File: config.mk
export PLATFORM = sky130hd
export DESIGN_NAME = tick_gen
export DESIGN_NICKNAME = d
export VERILOG_FILES = /design/src/rtl/tick_gen.sv
export SDC_FILE = /design/constraint.sdc
export NUM_CORES = 1
export LEC_CHECK = 0
export BUFFER_PORTS_ARGS = -buffer_cell sky130_fd_sc_hd__buf_2
export CORE_AREA = 4 4 134 136
export CTS_CLUSTER_SIZE = 25
export DETAILED_ROUTE_END_ITERATION = 10
export DIE_AREA = 0 0 138 140
export GPL_TIMING_DRIVEN = 1
export PLACE_DENSITY = 0.71
export SYNTH_ARGS = -nofsm -noshare
export SYNTH_HDL_FRONTEND = slang
export SYNTH_SLANG_ARGS = --single-unit
File: constraint.sdc
create_clock -name clk -period 11 [get_ports clk]
set_input_delay 0.55 -clock clk [delete_from_list [all_inputs] [get_ports clk]]
set_output_delay 0.55 -clock clk [all_outputs]
set_load 0.01 [all_outputs]
File: src/rtl/tick_gen.sv
// -----------------------------------------------------------------------------
// tick_gen
//
// Multi-channel programmable tick generator. Each channel divides clk by its
// own divisor and emits a one-cycle enable pulse (tick) once per period. With
// the optional square-wave feature, each channel also produces a 50%-duty
// square wave (sq) that toggles after every tick cycle.
//
// Optional feature macro: TICK_GEN_SQ_EN
//   defined   -> sq toggle registers are built
//   undefined -> sq is tied to 0; tick behaviour is identical
//
// Parameters
//   NUM_CH  : number of independent channels (1..8)
//   CNT_W   : divisor / counter width per channel
//   DEF_DIV : divisor every channel takes on reset
//
// Ports
//   clk       in   system clock
//   reset     in   synchronous, active-low reset
//   load      in   divisor load strobe
//   load_mask in   [NUM_CH]        channels updated by load
//   div_in    in   [NUM_CH*CNT_W]  new divisors, channel c at [c*CNT_W +: CNT_W]
//   sync      in   restart all counters (and square waves) together
//   tick      out  [NUM_CH]  one-cycle pulse per period, registered
//   sq        out  [NUM_CH]  square wave per channel, registered (or 0)
// -----------------------------------------------------------------------------
module tick_gen #(
  parameter int NUM_CH  = 2,
  parameter int CNT_W   = 24,
  parameter int DEF_DIV = 6000
) (
  input  logic                    clk,
  input  logic                    reset,
  input  logic                    load,
  input  logic [NUM_CH-1:0]       load_mask,
  input  logic [NUM_CH*CNT_W-1:0] div_in,
  input  logic                    sync,
  output logic [NUM_CH-1:0]       tick,
  output logic [NUM_CH-1:0]       sq
);

  localparam logic [CNT_W-1:0] CNT_ZERO  = {CNT_W{1'b0}};
  localparam logic [CNT_W-1:0] CNT_ONE   = {{(CNT_W-1){1'b0}}, 1'b1};
  localparam logic [CNT_W-1:0] DEF_DIV_V = CNT_W'(DEF_DIV);

  // True when a counter value is the last count of its period. A zero
  // divisor means the channel is disabled and never reaches terminal count.
  function automatic logic at_terminal(input logic [CNT_W-1:0] cnt_v,
                                       input logic [CNT_W-1:0] div_v);
    return (div_v != CNT_ZERO) && (cnt_v == (div_v - CNT_ONE));
  endfunction

  logic [CNT_W-1:0]  div_q_r   [NUM_CH];
  logic [CNT_W-1:0]  cnt_r     [NUM_CH];
  logic [CNT_W-1:0]  div_nxt_s [NUM_CH];
  logic [CNT_W-1:0]  cnt_nxt_s [NUM_CH];
  logic [NUM_CH-1:0] tick_r;
  logic [NUM_CH-1:0] tick_nxt_s;

  // Next divisor / counter per channel, and the tick that the next state
  // will decode to. Registering that decode keeps tick glitch-free while it
  // still reflects exactly the state the counter is in during that cycle.
  always_comb begin
    for (int c = 0; c < NUM_CH; c++) begin
      div_nxt_s[c]  = div_q_r[c];
      cnt_nxt_s[c]  = CNT_ZERO;
      tick_nxt_s[c] = 1'b0;

      if (load && load_mask[c]) begin
        div_nxt_s[c] = div_in[c*CNT_W +: CNT_W];
      end else begin
        div_nxt_s[c] = div_q_r[c];
      end

      // Load and sync both restart the count; a disabled channel idles at 0.
      if ((load && load_mask[c]) || sync) begin
        cnt_nxt_s[c] = CNT_ZERO;
      end else if (div_q_r[c] == CNT_ZERO) begin
        cnt_nxt_s[c] = CNT_ZERO;
      end else if (at_terminal(cnt_r[c], div_q_r[c])) begin
        cnt_nxt_s[c] = CNT_ZERO;
      end else begin
        cnt_nxt_s[c] = cnt_r[c] + CNT_ONE;
      end

      tick_nxt_s[c] = at_terminal(cnt_nxt_s[c], div_nxt_s[c]);
    end
  end

  // Divisor, counter and tick state registers
  always_ff @(posedge clk) begin
    if (!reset) begin
      for (int c = 0; c < NUM_CH; c++) begin
        div_q_r[c] <= DEF_DIV_V;
        cnt_r[c]   <= CNT_ZERO;
      end
      tick_r <= {NUM_CH{1'b0}};
    end else begin
      for (int c = 0; c < NUM_CH; c++) begin
        div_q_r[c] <= div_nxt_s[c];
        cnt_r[c]   <= cnt_nxt_s[c];
      end
      tick_r <= tick_nxt_s;
    end
  end

  assign tick = tick_r;

`ifdef TICK_GEN_SQ_EN
  logic [NUM_CH-1:0] sq_r;

  // Square-wave toggles: flip once after every tick cycle, so the period is
  // twice the divisor; sync realigns all waves low.
  always_ff @(posedge clk) begin
    if (!reset) begin
      sq_r <= {NUM_CH{1'b0}};
    end else if (sync) begin
      sq_r <= {NUM_CH{1'b0}};
    end else begin
      sq_r <= sq_r ^ tick_r;
    end
  end

  assign sq = sq_r;
`else
  assign sq = {NUM_CH{1'b0}};
`endif

endmodule
Word level (Yosys, flattened, before mapping)
Memory sizes are Yosys's and may differ from the RTL's.
Index checks and enable logic that the tools add are counted.

cells by class
  $add $sub $neg = 6
  eq/ne operators = 4
  mux-type cells = 14
  bitwise gates (word level) = 4
  reductions and logical operators = 14

operators with widths
  kind                                                 number
  two-way mux 24 bit                                   12
  == test 24 bit                                       4
  nonzero test 24 bit                                  4
  subtractor 24 x 1 -> 24 bit (second input constant)  4
  adder 24 x 1 -> 24 bit (second input constant)       2
  logical NOT 24 bit                                   2
  logical AND 1 bit                                    6
  bitwise OR 1 bit                                     4
  logical OR 1 bit                                     2
  two-way mux 1 bit                                    2

storage, ports and cells
  register bits = 2
  memory bits (writable) = 96
  input port bits = 54
  memories kept = 2

memories
  memory   words  bits a word  read ports  clocked after memory_dff  wr ports  line  text
  cnt_r    2      24           2           0                         2         55    logic [CNT_W-1:0] cnt_r [NUM_CH];
  div_q_r  2      24           2           0                         2         54    logic [CNT_W-1:0] div_q_r [NUM_CH];

Logic depth before layout (Yosys ltp)
Gate-level depths: netlist of the first run.
An unclocked memory read counts as a cell.

  word-level depth = 9
  depth in mapped cells = 18
  gate-level depth less buffers = 14

Worst setup path after synthesis of the first run
Ideal clock, no wire load.

  path type = in2reg
  start point = in load_mask[0]
  end point = reg tick_r[0] (netlist: tick[0])
  setup time = 61 ps
  arrival time = 4,631 ps
  required time = 10,939 ps
  path slack = 6,308 ps
  stages = 17
  path buffers = 4
  cell sequence = and2_1 clkbuf_1 clkbuf_1 clkbuf_1 buf_1 mux2i_1 ha_1 nor2b_1 mux2_2 nand4b_1 nor3_1 nand2_1 xor2_1 xnor2_1 or4_1 a31oi_1 and4_1

on the way
  word-level cells in the longest chain between the ends = 5
  elaborated cells on any way between the ends = 8
  those cells by class = add/sub (1); eq/ne (1); mux (2); reduce/logical (4)

ends and longest elaborated chain
  element                                                            line    text
  start, declared                                                    36      input logic [NUM_CH-1:0] load_mask,
  logical AND 1 bit (*)                                              70, 77
  two-way mux 24 bit or logical OR 1 bit (tied branches)             70, 77
  subtractor 24 x 1 -> 24 bit or two-way mux 24 bit (tied branches)  51, 77
  == test 24 bit                                                     51      return (div_v != CNT_ZERO) && (cnt_v == (div_v - CNT_ONE));
  logical AND 1 bit (*)                                              51
  end signal, assigned                                               98      tick_r <= {NUM_CH{1'b0}};
  end signal, assigned                                               104     tick_r <= tick_nxt_s;
  end, declared                                                      58      logic [NUM_CH-1:0] tick_r;

Mark *: on every way between the ends. The rest lies on a longest branch, timed or not.
A chain may end at the register's enable or synchronous reset.

Final worst setup path of the first run
  start point = in load
  end point = reg tick_r[0] (netlist: tick[0])

on the way
  word-level cells in the longest chain between the ends = 5
  elaborated cells on any way between the ends = 8
  those cells by class = add/sub (1); eq/ne (1); mux (2); reduce/logical (4)

ends and longest elaborated chain
  element                                                            line    text
  start, declared                                                    35      input logic load,
  logical AND 1 bit (*)                                              70, 77
  two-way mux 24 bit or logical OR 1 bit (tied branches)             70, 77
  subtractor 24 x 1 -> 24 bit or two-way mux 24 bit (tied branches)  51, 77
  == test 24 bit                                                     51
  logical AND 1 bit (*)                                              51

Marked as above.

==> results.toml, run 1 <==
[power]
power_frac_seq_pct = 42.2
leakage_nw = 3.07
power_density_mw_per_mm2 = 103
ir_worst_vdd_mv = 0.0757
comb_power_share_pct = 20.9
total_power_uw = 909
clkPwrFrac_pct = 36.9
swShare_pct = 30.9
power.switching_uw = 281
internal_power_uw = 628

[global_routing]
grt_pass1_vias = 7507
grt-ovfl-total = 0
gr-usage-all-layers_pct = 24.7
antenna_found_initial = 0
grt_max_degree = 35
grt_pass1_wl_um = 39100

[detailed_routing]
drtIter0Drc = 778
totalWireLength_um = 24300
via_count = 7852
dr.pass1.iters = 5
ant_nets = 0
avgViaCountPerCell = 6.05
drc = 0
wl_per_cell_um = 18.7

[clock_network]
hold_buffers = 0
clk_path_buf_depth = 2
clk_latency_ns = 0.36
cts_tree = "yes"
clockRootBuffer = "clkbuf_16"
cts_num_sinks = 98
cts_setup_buffers = 0
htree_levels = 3
cts_buffers = 9
path_clk_slew_ns = 0.07
cts_resized = 0

[critical_path]
crit_fanout = 33
crit_required_ns = 11.31
worstSetupPathType = "in -> reg"
worst-path-buf-inv = 1
critPathTopFamily = "simple AND/OR/NAND/NOR gates"
r2r_slack_ns = 6.74
rr_endpoint = "tick[0]$_SDFF_PN0_"
cp_cell_sequence = "buf_2, and2_2, mux2i_1, ha_1, nor2b_1, mux2_2, nand4b_1, nor3_1, nand2_1, xor2_1, xnor2_1, or4_1, a31oi_1, and4_1"
startpoint_type = "input port"
critPathLaunch = "load"
worstPathArrival_ns = 4.80
r2r_cells = 11
cp-end-kind = "flop"
r2r-start = "div_q_r[0][4]$_SDFF_PN1_"
slowest_stage = "and2_2"
worst_path_largest_cell_delay_ns = 0.80

[sta]
layout_setup_ws_ns = 6.51
final.min_clock_period_ns = 4.49
clock_skew_ns = 0.00879
slew_headroom_pct = 32.9
tightest_slew_ns = 0.998
hold_viol = 0
slew_violations = 0
fmax_mhz = 223
timing.final.crit_share_pct = 40.8
rsz0062_at_grt = "false"
fin_tns_setup_ns = 0
finalSetupViolCount = 0

[final_layout]
antenna_cells = 0
layout_commonest_cell = "nor2_1"
nets = 1130
final_cell_mix = "131 x nor2_1, 98 x dfxtp_1, 89 x xnor2_1"
multi_input_area_mm2 = 0.00585
fin_area_mm2 = 0.00879
drive_above_1_share_pct = 9.04
register_area_mm2 = 0.00196
nFillCells = 1679
area_growth_pct = 7.19

[placement]
hpwl_um = 18800
gp_congestion = 0.936
portBuffers = 55
place_area_mm2 = 0.00848
dp_worst_setup_slack_ns = 6.19

[floorplan]
die_width_um = 138
die-height_um = 140
ioPinCount = 58
initial_core_util_pct = 48.4
core-area_mm2 = 0.0169
row_count = 48
die-area_mm2 = 0.0193

[yosys]
async_reset_ff_share_pct = 0
synthFlopType = "dfxtp_1"
ys_seq_area_share_pct = 23.9
netlist_area_mm2 = 0.00820
syn_inst = 1064
syn_avg_cell_area_um2 = 7.71
synth-seq-cells = 98
yosys.area.top_type = "dfxtp_1"
yosys_warnings = 0
synthDistinctLibCells = 83
synth_area_leaders = "dfxtp_1 24%, xnor2_1 9.5%, xor2_1 8.3%"
synth.top_cell.area_share_pct = 23.9
synth_edf_count = 0

[worst_hold_path]
hold_class = "in -> reg"
holdCritStartpoint = "div_in[4]"
worstHoldEndpoint = "div_q_r[0][4]$_SDFF_PN1_"
hold_depth = 3

[run_status]
status = "finished clean"

[job]
drv_cap = 0
[kinds of logic after synthesis]
| group | after synthesis | synth area share (%) |
|---|---|---|
| buffers and inverters | 89 | 4.76 |
| XOR/XNOR | 167 | 17.8 |
| flip-flops | 98 | 23.9 |
| AO/OA/AOI/OAI | 163 | 14.2 |
| multiplexers | 51 | 6.35 |
| AND/OR/NAND/NOR | 487 | 31.7 |
| other | 1 | 0.0457 |
| adder cells (fa/ha/maj) | 8 | 1.22 |
[flip-flops by register name (all words and copies together), names as in the netlist]
signal,cells
cnt_r,48
div_q_r,48
tick,2
[how the worst max path moves through the flow]
stage	to	slack [ns]	depth (start not counted)
floorplan	tick[0]$_SDFF_PN0_	6.31	17
global placement	tick[0]$_SDFF_PN0_	6.36	14
detailed placement	tick[0]$_SDFF_PN0_	6.19	14
CTS	tick[0]$_SDFF_PN0_	6.57	14
global route	tick[0]$_SDFF_PN0_	6.17	14
finish	tick[0]$_SDFF_PN0_	6.51	14
[metal layers]
metal	GRT usage [%]	part of all wire, %
met1	30.7	42
met2	42.7	48
met3	4.44	6.0
met4	9.41	3.6
met5	0	0
[power by group through the flow]
stage / clock network, mW / registers (mW) / logic, mW
5_1_grt: 0.352 / 0.386 / 0.208
4_1_cts: 0.339 / 0.383 / 0.188
6_report: 0.335 / 0.384 / 0.190
3_5_place_dp: 0 / 0.391 / 0.187
3_3_place_gp: 0 / 0.391 / 0.185
2_1_floorplan: 0 / 0.379 / 0.149
[cell usage after synthesis (all sizes together), types with 7 or more instances]
| master | number |
|---|---|
| nor2 | 132 |
| nand4 | 23 |
| a211o | 11 |
| nand3 | 53 |
| o31ai | 7 |
| o21ai | 25 |
| dfxtp | 98 |
| buf | 19 |
| and3 | 13 |
| mux2i | 46 |
| nor2b | 16 |
| or3 | 10 |
| ha | 8 |
| a21oi | 33 |
| and2 | 10 |
| or4 | 13 |
| o211ai | 7 |
| xor2 | 78 |
| nor4b | 8 |
| clkbuf | 48 |
| inv | 21 |
| xnor2 | 89 |
| nor3 | 34 |
| nor3b | 9 |
| o22ai | 9 |
| nor4 | 32 |
| nand2b | 13 |
| nand4b | 7 |
| o31a | 7 |
| nand2 | 80 |
[per-stage QoR]
stage               hold slack, ns  std cells  util (%)
global placement             0.516       1282      50.1
floorplan                    0.467       1065         -
global route                 0.454       1298      51.9
CTS                          0.443       1298      51.9
detailed placement           0.521       1282      50.1
finish                       0.454       1298      51.9
[cell type report]
| class | count | share of cell area, % |
|---|---|---|
| clock buffers | 11 | 2.88 |
| clock inverters | 5 | 0.598 |
| inverters | 22 | 0.940 |
| multi-input cells | 878 | 66.6 |
| flip-flops and latches | 98 | 22.3 |
| well taps | 225 | 3.20 |
| repair buffers | 59 | 3.47 |
[tightest hold or removal path, delay by kind of cell]
family,cells,cell delay (ns)
simple gates,2,0.12
buf+inv,1,0.11
No activity file was read; power rests on OpenSTA's default activity.
==> inputs of run 2 (changes only) <==
clock period = 4.6 ns   (was 11 ns; I/O delays follow)
==> results.toml, run 2 (same netlist as run 1, synthesis figures left out) <==
[run_status]
status = "finished clean"

[final_layout]
fin_util_pct = 52.5
nFillCells = 1668
antenna_cells = 0
nets = 1145
final_cell_mix = "131 x nor2_1, 98 x dfxtp_1, 89 x xnor2_1"
layout_commonest_cell = "nor2_1"
area_growth_pct = 8.47
drive_above_1_share_pct = 10.1

[power]
clkPwrFrac_pct = 36.5
swShare_pct = 31.2
power_frac_seq_pct = 42.1
comb_power_share_pct = 21.4
leakage_nw = 3.13
power_density_mw_per_mm2 = 245
power.switching_uw = 681
internal_power_mw = 1.50
ir_worst_vdd_mv = 0.189

[critical_path]
startpoint_type = "flop"
crit_fanout = 12
cp-end-kind = "flop"
worstPathArrival_ns = 4.46
crit_required_ns = 4.87
worstSetupPathType = "reg -> reg"

[floorplan]
ioPinCount = 58
die-height_um = 140
die-area_mm2 = 0.0193
core-area_mm2 = 0.0169
row_count = 48
initial_core_util_pct = 48.4
die_width_um = 138

[clock_network]
clk_path_buf_depth = 2
clk_latency_ns = 0.36
cts_num_sinks = 98
cts_tree = "yes"
path_clk_slew_ns = 0.08
cts_resized = 0
clockRootBuffer = "clkbuf_16"
cts_buffers = 9
cts_setup_buffers = 0
htree_levels = 3
hold_buffers = 0

[worst_hold_path]
hold_class = "in -> reg"

[detailed_routing]
dr.pass1.iters = 5
drc = 0
avgViaCountPerCell = 6.09
via_count = 7991
drtIter0Drc = 636
wl_per_cell_um = 18.8
ant_nets = 0
totalWireLength_um = 24700

[global_routing]
grt_pass1_vias = 7536
grt_pass1_wl_um = 39500
grt_max_degree = 26
gr-usage-all-layers_pct = 25.1
grt-ovfl-total = 0
antenna_found_initial = 0

[sta]
fmax_mhz = 239
slew_violations = 0
slew_headroom_pct = 27.8
fin_tns_setup_ns = 0
tightest_slew_ns = 1.07
hold_viol = 0
rsz0062_at_grt = "false"
timing.final.crit_share_pct = 91.0
finalSetupViolCount = 0
final.min_clock_period_ns = 4.19
clock_skew_ns = 0.0128

[placement]
gp_congestion = 0.969
hpwl_um = 19200
portBuffers = 55

[job]
drv_cap = 0
run 2: cell count changes in the layout (fill, tap and decap cells not counted), sizes merged:
cell,previous run,this run
clkbuf,11,12
clkinv,4,3
buf,59,74
run 2: worst paths after layout:
| check | from | to | slack (ns) | cells after the start |
|---|---|---|---|---|
| setup reg to reg | div_q_r[0][24]$_SDFF_PN0_ | tick[1]$_SDFF_PN0_ | 0.41 | 14 |
| setup / recovery | div_q_r[0][24]$_SDFF_PN0_ | tick[1]$_SDFF_PN0_ | 0.41 | 14 |
| hold reg to reg | div_q_r[0][44]$_SDFF_PN0_ | div_q_r[0][44]$_SDFF_PN0_ | 0.55 | 2 |
| hold / removal | div_in[4] | div_q_r[0][4]$_SDFF_PN1_ | 0.13 | 3 |
run 2: per-stage QoR:
stage	setup slack, ns	cell area [µm²]	hold slack [ns]	std cells	total power [mW]
final	0.412	8890	0.134	1313	2.18
after global routing	0.111	8890	0.145	1313	2.27
after CTS	0.459	8890	0.126	1313	2.18
after detailed placement	0.513	8600	0.499	1297	1.40
after global placement	0.636	8600	0.493	1297	1.39
after floorplan	0.228	8200	0.354	1065	1.26
run 2: area by class of cell:
| type | count | area, µm² | share of cell area (%) |
|---|---|---|---|
| clock buffer | 12 | 246 | 2.77 |
| clock inverter | 4 | 51.3 | 0.577 |
| inverter | 22 | 82.6 | 0.928 |
| multi-input combinational | 878 | 5850 | 65.8 |
| sequential | 98 | 1960 | 22.1 |
| tap | 225 | 282 | 3.17 |
| timing repair buffer | 74 | 418 | 4.70 |
run 2: power by group through the flow:
stage,combinational (mW),sequential (mW),clock [mW]
2_1_floorplan,0.355,0.906,0
3_3_place_gp,0.454,0.936,0
3_5_place_dp,0.459,0.937,0
4_1_cts,0.462,0.917,0.805
5_1_grt,0.507,0.924,0.843
6_report,0.466,0.919,0.796
run 2: worst max-delay path, cell delays in order (launching register included):
cell	delay [ns]
dfxtp_1	0.37
inv_1	0.10
ha_1	0.20
nor3b_2	0.48
a21oi_1	0.14
or4_1	0.56
nor4_1	0.40
nand4b_1	0.18
a2111oi_2	0.47
or2_1	0.44
buf_4	0.23
a21oi_1	0.05
o22ai_1	0.13
nand3_1	0.09
nor4_1	0.26
run 2: layer usage:
metal	global-route usage (%)	vias to the layer above	part of all wire, %
li1	-	3853	-
met1	31.1	3805	42
met2	43.4	272	49
met3	3.14	61	4.9
met4	11.9	0	3.8
met5	0	-	0
==> inputs of run 3 (changes only) <==
clock period = 4.93 ns   (was 4.6 ns; I/O delays follow)
==> results.toml, run 3 (same netlist as run 1, synthesis figures left out) <==
[global_routing]
busiest_layer = "met2"
grtUsageMet3_pct = 4.06
grtUsageMet2_pct = 43.5
grt_pass1_vias = 7464
gr-usage-all-layers_pct = 24.9
antenna_found_initial = 0
use_met1_pct = 30.8
grt_pass1_wl_um = 39400
grt-ovfl-total = 0
grt_max_degree = 36

[critical_path]
worstSetupPathType = "reg -> reg"
worst-path-buf-inv = 1
cpMostUsedCell = "nor4_1"
cp-end-kind = "flop"
worstPathArrival_ns = 4.61
crit_required_ns = 5.24
cp_cell_sequence = "inv_1, ha_1, nor3b_1, a31oi_1, nand4b_1, nor4_1, nand4_2, a2111oi_4, or2_1, a22oi_1, o22a_1, nor4_1, and4_1"
worst_path_largest_cell_delay_ns = 0.69
slowest_stage = "nor3b_1"
crit_fanout = 25
critPathTopFamily = "simple AND/OR/NAND/NOR gates"
startpoint_type = "flop"

[sta]
finalSetupViolCount = 0
fin_tns_setup_ns = 0
tightest_slew_ns = 1.06
holdWs_ns = 0.146
final.min_clock_period_ns = 4.31
slew_violations = 0
rsz0062_at_grt = "false"
hold_viol = 0
timing.final.crit_share_pct = 87.3
layout_setup_ws_ns = 0.625
clock_skew_ns = 0.00690
fmax_mhz = 232
slew_headroom_pct = 28.4

[run_status]
status = "finished clean"

[floorplan]
ioPinCount = 58
initial_core_util_pct = 48.4
die-area_mm2 = 0.0193
core-area_mm2 = 0.0169
die_width_um = 138
row_count = 48
die-height_um = 140

[final_layout]
antenna_cells = 0
area_growth_pct = 7.93
register_area_mm2 = 0.00196
multi_input_area_mm2 = 0.00585
nets = 1137
fin_cells = 1305
nFillCells = 1644
final_cell_mix = "131 x nor2_1, 98 x dfxtp_1, 89 x xnor2_1"
fin_area_mm2 = 0.00885
drive_above_1_share_pct = 9.63
layout_commonest_cell = "nor2_1"
fin_util_pct = 52.3

[power]
total_power_mw = 2.06
power_density_mw_per_mm2 = 232
ir_worst_vdd_mv = 0.159
leakage_nw = 3.11

[clock_network]
clockRootBuffer = "clkbuf_16"
cts_resized = 0
cts_num_sinks = 98
cts_buffers = 9
cts_tree = "yes"
clk_path_buf_depth = 2
clk_latency_ns = 0.36
cts_setup_buffers = 0
htree_levels = 3
path_clk_slew_ns = 0.07
hold_buffers = 0

[placement]
dp_worst_setup_slack_ns = 0.671
placedCellCount = 1289
gp_congestion = 0.936
portBuffers = 55
place_area_mm2 = 0.00854
hpwl_um = 19000

[job]
drv_cap = 0

[detailed_routing]
dr.pass1.iters = 5
wl_per_cell_um = 18.9
drtIter0Drc = 651
drc = 0
totalWireLength_um = 24600
ant_nets = 0
avgViaCountPerCell = 6.10
via_count = 7963

[worst_hold_path]
hold_class = "in -> reg"
## run 3: cell types whose count changed in the layout (fill, tap and decap cells not counted), sizes merged
| cell | delta |
|---|---|
| buf | -8 |
| clkbuf | -1 |
| clkinv | +1 |
| clkinvlp | -1 |
| inv | +1 |
## run 3: area by class of cell
cell class / count / share of cell area, %
clock inverter: 5 / 0.693
multi-input combinational: 878 / 66.1
inverter: 22 / 0.933
clock buffer: 11 / 2.86
timing repair buffer: 66 / 4.04
sequential: 98 / 22.2
tap: 225 / 3.18
## run 3: routing by layer
layer / part of all wire [%] / vias up
li1: - / 3836
met1: 42 / 3811
met2: 49 / 261
met3: 4.7 / 55
met4: 3.5 / 0
met5: 0 / -
## run 3: worst register-to-register path, cell delays in order, from the launching register on
cell and delay (ns):
dfxtp_1 0.38, inv_1 0.10, ha_1 0.25, nor3b_1 0.69, a31oi_1 0.16, nand4b_1 0.20, nor4_1 0.32, nand4_2 0.17
a2111oi_4 0.44, or2_1 0.64, a22oi_1 0.22, o22a_1 0.23, nor4_1 0.26, and4_1 0.20
## run 3: worst paths after layout
check / slack [ns] / cells after the start / end / from
max: 0.62 / 13 / tick[0]$_SDFF_PN0_ / div_q_r[0][0]$_SDFF_PN0_
min: 0.15 / 3 / div_q_r[0][4]$_SDFF_PN1_ / div_in[4]
max reg2reg: 0.62 / 13 / tick[0]$_SDFF_PN0_ / div_q_r[0][0]$_SDFF_PN0_
min reg2reg: 0.54 / 2 / div_q_r[0][44]$_SDFF_PN0_ / div_q_r[0][44]$_SDFF_PN0_
## run 3: power by group
group	total, mW	leakage [nW]	switching [mW]	internal, mW
clock network	0.770	0.156	0.345	0.425
registers	0.859	0.797	0.0468	0.812
logic	0.428	2.16	0.255	0.173
